[config.mk]
export PLATFORM = sky130hd
export DESIGN_NAME = dcu_biu_arb
export DESIGN_NICKNAME = d
export VERILOG_FILES = /design/src/rtl/dcu_biu_arb.sv
export SDC_FILE = /design/constraint.sdc
export NUM_CORES = 1
export LEC_CHECK = 0
export CORE_MARGIN = 5
export CORE_UTILIZATION = 34
export CTS_BUF_LIST = sky130_fd_sc_hd__clkbuf_16
export CTS_CLUSTER_SIZE = 20
export DETAILED_ROUTE_END_ITERATION = 12
export GPL_ROUTABILITY_DRIVEN = 0
export PLACE_DENSITY = 0.65
export SYNTH_ARGS = -nofsm -noshare
export SYNTH_HDL_FRONTEND = slang
export SYNTH_SLANG_ARGS = --single-unit
[constraint.sdc]
create_clock -name clk -period 1.9 [get_ports clk]
set_input_delay 0.19 -clock clk [delete_from_list [all_inputs] [get_ports clk]]
set_output_delay 0.19 -clock clk [all_outputs]
set_load 0.02 [all_outputs]
[src/rtl/dcu_biu_arb.sv]
// Data-cache-unit to bus-interface arbiter: picks one of writeback, miss read
// or non-allocating store, then sequences its 1- or 4-beat memory transaction.
module dcu_biu_arb #(
    parameter int unsigned ST_STARVE_LIM = 3
) (
    input  logic       clk,
    input  logic       reset_l,
    input  logic       wb_req,
    input  logic       rd_req,
    input  logic       rd_nc,
    input  logic       st_req,
    input  logic       normal_ack,
    input  logic       error_ack,
    output logic       biu_req,
    output logic [1:0] biu_type,
    output logic       wb_gnt,
    output logic       rd_gnt,
    output logic       st_gnt,
    output logic       xfer_cyc,
    output logic       last_xfer,
    output logic       req_outstanding,
    output logic       arb_idle,
    output logic       arb_error
);

    localparam int unsigned STARVE_W = (ST_STARVE_LIM < 1) ? 1 : $clog2(ST_STARVE_LIM + 1);

    typedef enum logic [3:0] {
        ST_IDLE = 4'b0001,
        ST_REQ  = 4'b0010,
        ST_XFER = 4'b0100,
        ST_ERR  = 4'b1000
    } state_t;

    typedef enum logic [1:0] {
        BT_LINE_RD = 2'b00,
        BT_WORD_RD = 2'b01,
        BT_LINE_WB = 2'b10,
        BT_WORD_ST = 2'b11
    } btype_t;

    // Grant vector layout is {wb, rd, st}.
    function automatic logic [1:0] type_for_grant(input logic [2:0] gnt, input logic nc);
        logic [1:0] t;
        case (gnt)
            3'b100:  t = BT_LINE_WB;
            3'b010:  t = nc ? BT_WORD_RD : BT_LINE_RD;
            3'b001:  t = BT_WORD_ST;
            default: t = BT_LINE_RD;
        endcase
        return t;
    endfunction

    state_t              state_r;
    state_t              state_next_s;
    logic [1:0]          cnt_r;
    logic [1:0]          cnt_next_s;
    logic [STARVE_W-1:0] starve_r;
    logic [STARVE_W-1:0] starve_next_s;
    logic [2:0]          gnt_r;
    logic [1:0]          type_r;
    logic [2:0]          win_s;
    logic                any_req_s;
    logic                st_force_s;
    logic                word_type_s;
    logic                busy_s;

    assign any_req_s   = wb_req | rd_req | st_req;
    assign st_force_s  = st_req & (starve_r == STARVE_W'(ST_STARVE_LIM));
    // Both word types (01, 11) have bit 0 set.
    assign word_type_s = type_r[0];

    // Fixed priority wb > rd > st, overridden by a starved store.
    always_comb begin
        win_s = 3'b000;
        if (st_force_s) begin
            win_s = 3'b001;
        end else if (wb_req) begin
            win_s = 3'b100;
        end else if (rd_req) begin
            win_s = 3'b010;
        end else if (st_req) begin
            win_s = 3'b001;
        end else begin
            win_s = 3'b000;
        end
    end

    // Store starvation counter, only advanced by an IDLE arbitration.
    always_comb begin
        starve_next_s = starve_r;
        if (state_r == ST_IDLE) begin
            if (!st_req || win_s[0]) begin
                starve_next_s = '0;
            end else if (starve_r != STARVE_W'(ST_STARVE_LIM)) begin
                starve_next_s = starve_r + STARVE_W'(1);
            end else begin
                starve_next_s = starve_r;
            end
        end else begin
            starve_next_s = starve_r;
        end
    end

    // Next-state and beat-count logic; error_ack takes precedence over normal_ack.
    always_comb begin
        state_next_s = state_r;
        cnt_next_s   = cnt_r;
        case (state_r)
            ST_IDLE: begin
                cnt_next_s = 2'd0;
                if (any_req_s) begin
                    state_next_s = ST_REQ;
                end else begin
                    state_next_s = ST_IDLE;
                end
            end
            ST_REQ: begin
                if (error_ack) begin
                    state_next_s = ST_ERR;
                end else if (normal_ack) begin
                    if (word_type_s) begin
                        state_next_s = ST_IDLE;
                        cnt_next_s   = 2'd0;
                    end else begin
                        state_next_s = ST_XFER;
                        cnt_next_s   = 2'd1;
                    end
                end else begin
                    state_next_s = ST_REQ;
                end
            end
            ST_XFER: begin
                if (error_ack) begin
                    state_next_s = ST_ERR;
                end else if (normal_ack) begin
                    if (cnt_r == 2'd3) begin
                        state_next_s = ST_IDLE;
                        cnt_next_s   = 2'd0;
                    end else begin
                        state_next_s = ST_XFER;
                        cnt_next_s   = cnt_r + 2'd1;
                    end
                end else begin
                    state_next_s = ST_XFER;
                end
            end
            ST_ERR: begin
                state_next_s = ST_IDLE;
                cnt_next_s   = 2'd0;
            end
            default: begin
                state_next_s = ST_IDLE;
                cnt_next_s   = 2'd0;
            end
        endcase
    end

    // State, beat count and starvation registers.
    always_ff @(posedge clk or negedge reset_l) begin
        if (!reset_l) begin
            state_r  <= ST_IDLE;
            cnt_r    <= 2'd0;
            starve_r <= '0;
        end else begin
            state_r  <= state_next_s;
            cnt_r    <= cnt_next_s;
            starve_r <= starve_next_s;
        end
    end

    // Grant and type are captured at arbitration and held until IDLE is re-entered.
    always_ff @(posedge clk or negedge reset_l) begin
        if (!reset_l) begin
            gnt_r  <= 3'b000;
            type_r <= BT_LINE_RD;
        end else if (state_next_s == ST_IDLE) begin
            gnt_r  <= 3'b000;
            type_r <= BT_LINE_RD;
        end else if (state_r == ST_IDLE) begin
            gnt_r  <= win_s;
            type_r <= type_for_grant(win_s, rd_nc);
        end else begin
            gnt_r  <= gnt_r;
            type_r <= type_r;
        end
    end

    assign busy_s          = (state_r == ST_REQ) | (state_r == ST_XFER);
    assign biu_req         = (state_r == ST_REQ);
    assign biu_type        = type_r;
    assign wb_gnt          = gnt_r[2];
    assign rd_gnt          = gnt_r[1];
    assign st_gnt          = gnt_r[0];
    assign xfer_cyc        = normal_ack & ~error_ack & busy_s;
    assign last_xfer       = xfer_cyc & (((state_r == ST_REQ) & word_type_s) |
                                         ((state_r == ST_XFER) & (cnt_r == 2'd3)));
    assign req_outstanding = (state_r != ST_IDLE);
    assign arb_idle        = (state_r == ST_IDLE);
    assign arb_error       = (state_r == ST_ERR);

endmodule

# == After elaboration in Yosys (flattened, before gate mapping) ==
# Cells that the tools add are included.
# totals
regBits,13
latchBits,0
ramBits,0
rom_bits,0
input_bits,8
output_inout_bits,11
word_cells,67
memories,0
# classes
add_sub_neg,2
n_mul,0
n_div,0
n_lt_le_gt_ge,0
eq_ne,16
shift,0
muxes,27
bitwise_logic,11
reduce_logical,6
# op_table
cell,n
2-to-1 mux 2 bit,11
2-to-1 mux 3 bit,6
2-to-1 mux 4 bit,4
case mux 4 bit (3 select lines),1
!= test 2 bit (second input constant),5
== test 4 x 1 -> 1 bit (second input constant),2
bitwise AND 1 bit,6
case mux 2 bit (3 select lines),1
adder 2 x 1 -> 2 bit (second input constant),2
== test 2 bit (second input constant),2
== test 4 x 2 -> 1 bit (second input constant),1
== test 4 x 3 -> 1 bit (second input constant),1
== test 4 bit (second input constant),1
!= test 4 x 1 -> 1 bit (second input constant),1
OR 1 bit,4
case mux 2 bit (2 select lines),1
AND reduction 4 bit,1
nonzero test 2 bit,2
== test 3 x 1 -> 1 bit (second input constant),1
== test 3 x 2 -> 1 bit (second input constant),1
== test 3 bit (second input constant),1
2-to-1 mux 1 bit,3
AND reduction 2 bit,1
zero test 1 bit,1
other kinds (2),2

# == Depth between registers and ports, before layout ==
# depth
word_depth,8
mapped_depth,5
ltp_nobuf,5

# == Worst setup path after synthesis ==
# OpenSTA, ideal clock, no wires.
# synth_path
path_type,flip-flop to flip-flop
startpoint,reg state_r[0]
endpoint,"reg type_r[1], in the netlist biu_type[1]"
setup_time_ns,0.159
arrival_ns,1.398
required_time_ns,1.741
path_slack_ns,0.343
stages_incl_launch_ff,5
path_buffers,1
period_less_slack_ns,1.557
cell_sequence,dfstp_2 or2_1 buf_2 nor3_1 o22ai_1
# synth_via
elab_chain_cells,4
elab_cells_between_ends,7
classes_between,eq/ne (4); mux (2); reduce/logical (1)
# synth_rtl
element,line,text
from (decl),54,state_t state_r;
from (signal assigned),166,state_r <= state_next_s;
== test 4 x 3 -> 1 bit (tied with other cells),109,case (state_r)
case mux 4 bit (3 select lines),109,
== test 4 x 1 -> 1 bit,177,end else if (state_next_s == ST_IDLE) begin
2-to-1 mux 2 bit or nonzero test 2 bit (tied branches),-,
to (signal assigned),182,"type_r <= type_for_grant(win_s, rd_nc);"
to (signal assigned),185,type_r <= type_r;
to (decl),61,logic [1:0] type_r;
# Parallel ways exist; a longest one is shown, timed or not.
# A chain may end at the register's enable or synchronous reset.

# == Worst setup path in the final report ==
# layout_path
startpoint,reg state_r[0]
endpoint,out arb_idle
# layout_via
elab_chain_cells,1
# layout_rtl
element,line,text
== test 4 x 1 -> 1 bit,199,assign arb_idle = (state_r == ST_IDLE);
to (decl),22,"output logic arb_idle,"
# Every way passes these cells.

==> results.yml <==
clocking:
  cts_tree: "done"
  clockRootBuffer: "clkbuf_16"
  cts_buffers: 3
  clkSinkCount: 13
  clk-insertion-delay-late_ps: 240
  ctsHoldBuffers: 0
  cts_max_path_buffers: 2
  cts_max_level: 1
  path_clk_slew_ps: 40
global_routing:
  grt_max_degree: 14
  grt_pass1_vias: 677
  grt_overflow: 0
  grtUsageTotal_pct: 11.8
  grt_pass1_wl_mm: 2.86
  antenna_found_initial: 0
route:
  drc: 0
  first_pass_iters: 6
  top_layer: "met4"
  wl_per_cell_um: 12.4
  wl_met3_um: 75
  first_iter_violations: 9
  wl_mm: 1.68
  wl_met2_um: 751
  vias: 671
  routed_via_density: 4.97
  met1_length_um: 809
  ant_nets: 0
yosys:
  seq_area_frac_synth_pct: 43.9
  ys_warn_count: 0
  synthCells: 77
  synth_area_um2: 744
  ys_ff_latch: 13
  syn_avg_cell_area_um2: 9.67
  synth_edf_count: 0
  synthesis.nets: 87
  synth-main-ff-cell: "dfrtp_1"
  synth_cell_types: 35
  ys_async_sr_fraction_pct: 100
sta:
  fin_skew_ps: 0.998
  setup_total_negative_slack_ps: 0
  relSlewSlack_pct: 61.6
  hold_violations: 0
  min_period_over_period_pct: 96.2
  worst_slack_ps: 71.5
  period_minus_slack_ps: 1830
  clock.fmax_ghz: 0.547
  grt_setup_unrepaired: "false"
  worstMarginPinSlew_ps: 575
  setup_violations: 0
  maxSlewViolCount: 0
pwr:
  power_density_mw_per_mm2: 1460
  power.leakage_nw: 0.510
  ir_drop_mv: 0.866
cells_and_area:
  area_growth_pct: 47.6
  layout-drive-gt1-share_pct: 21.5
  nets: 118
  diodes: 0
critical_path:
  worstReg2RegStart: "state_r[0]"
  cp_data_required_time_ps: 1710
  startpoint_type: "register"
  cp-end-kind: "output pin"
  rrSetupSlack_ps: 120
  crit_arrival_ps: 1640
  r2r_end: "biu_type[0]"
  worst-path-max-fanout: 3
  reg2reg_depth: 5
  criticalPathCategory: "reg -> out"
min_path:
  min_path_type: "in -> async"
outcome:
  status: "completed"
floorplanning:
  coreArea_mm2: 0.00215
  start_util_pct: 34.7
  rows: 17
  die_w_um: 56.8
  io_pins: 19
  die_y_um: 56.8
  die_area_mm2: 0.00323
placed_design:
  port_buffers: 18
  dp_hpwl_mm: 1.34
  post-place-ws_ps: 7.33
flow_run:
  cap_violations: 0
-- placed cells by master (no fill, tap or decap), types with 2 or more instances in the layout --
master,instances
a21oi_1,3
a31oi_1,2
buf_4,11
clkbuf_16,3
clkdlybuf4s15_1,2
clkdlybuf4s50_1,12
dfrtp_1,12
dlygate4sd2_1,3
ha_1,2
inv_1,4
mux2i_1,2
nand2_1,10
nand2b_1,3
nor2_1,7
nor2b_1,3
nor3_1,3
o21ai_1,3
-- state kept, by name (all words and copies together) (netlist names) --
| register | count |
|---|---|
| cnt_r | 2 |
| gnt_r | 3 |
| biu_type | 2 |
| starve_r | 2 |
| state_r | 4 |
-- where the power goes --
| group | switching, mW | internal (mW) | leakage (nW) | total (mW) |
|---|---|---|---|---|
| clock | 0.107 | 0.277 | 0.0423 | 0.383 |
| combinational | 0.428 | 0.366 | 0.295 | 0.794 |
| sequential | 0.0561 | 0.365 | 0.172 | 0.421 |
| total | 0.591 | 1.01 | 0.510 | 1.60 |
-- final cells by class --
type | instances | area (µm²)
inverters | 4 | 27.5
multi-input cells | 57 | 369
fillers | 215 | 1050
clock buffers | 3 | 75.1
repair buffers | 29 | 262
flip-flops and latches | 13 | 327
clock inverters | 1 | 3.75
well taps | 28 | 35.0
-- worst max path at each step --
stage,slack (ps),to,cells past startpoint,from
2_1_floorplan,340,biu_type[1],4,state_r[0]
3_3_place_gp,10,last_xfer,4,error_ack
3_5_place_dp,7,last_xfer,4,error_ack
4_1_cts,3,arb_error,2,state_r[1]
5_1_grt,20,xfer_cyc,5,state_r[2]
6_report,70,arb_idle,3,state_r[0]
-- stage by stage --
| stage | std cells | util (%) | hold slack (ps) | power [mW] | instance area [µm²] |
|---|---|---|---|---|---|
| after floorplan | 77 | - | -106 | 0.926 | 744 |
| after global placement | 131 | 47.5 | 474 | 1.24 | 1020 |
| after detailed placement | 131 | 47.5 | 486 | 1.24 | 1020 |
| after CTS | 135 | 50.9 | 347 | 1.61 | 1090 |
| after global routing | 135 | 51.1 | 384 | 1.71 | 1100 |
| final | 135 | 51.1 | 324 | 1.60 | 1100 |
-- cells in the mapped netlist (all sizes together), types with 2 or more instances --
master  number  share of area [%]
nand2b       4                3.7
nor3         3                2.0
dfrtp       12                 40
nor2b        3                2.5
nor2         8                4.4
o21ai        4                2.7
nand2       10                5.0
a21oi        4                3.2
a31oi        2                1.7
buf          3                2.9
ha           2                3.4
mux2i        2                2.7
inv          3                1.5
-- routing by layer --
metal  global-route usage (%)  vias up
li1                         -      334
met1                     13.9      313
met2                     18.5       20
met3                     3.91        4
met4                     6.95        0
met5                        0        -
-- critical path: stages (launching register included) --
cell and delay (ps):
dfstp_2 530, or4b_4 520, clkinv_8 60, clkdlybuf4s15_1 290
-- what timing repair did --
item | 4_1_cts | 5_1_grt
setup endpoints to repair | 5 | 3
buffers inserted | 0 | 0
resized for setup | 5 | 3
-- cell families after synthesis --
kind of cell    share of synthesized area (%)
buf+inv                                  6.56
fa+ha+maj                                3.36
compound gates                           17.1
mux                                      4.20
flops                                    43.9
simple gates                             24.9
Power figures use the tool's default switching activity.
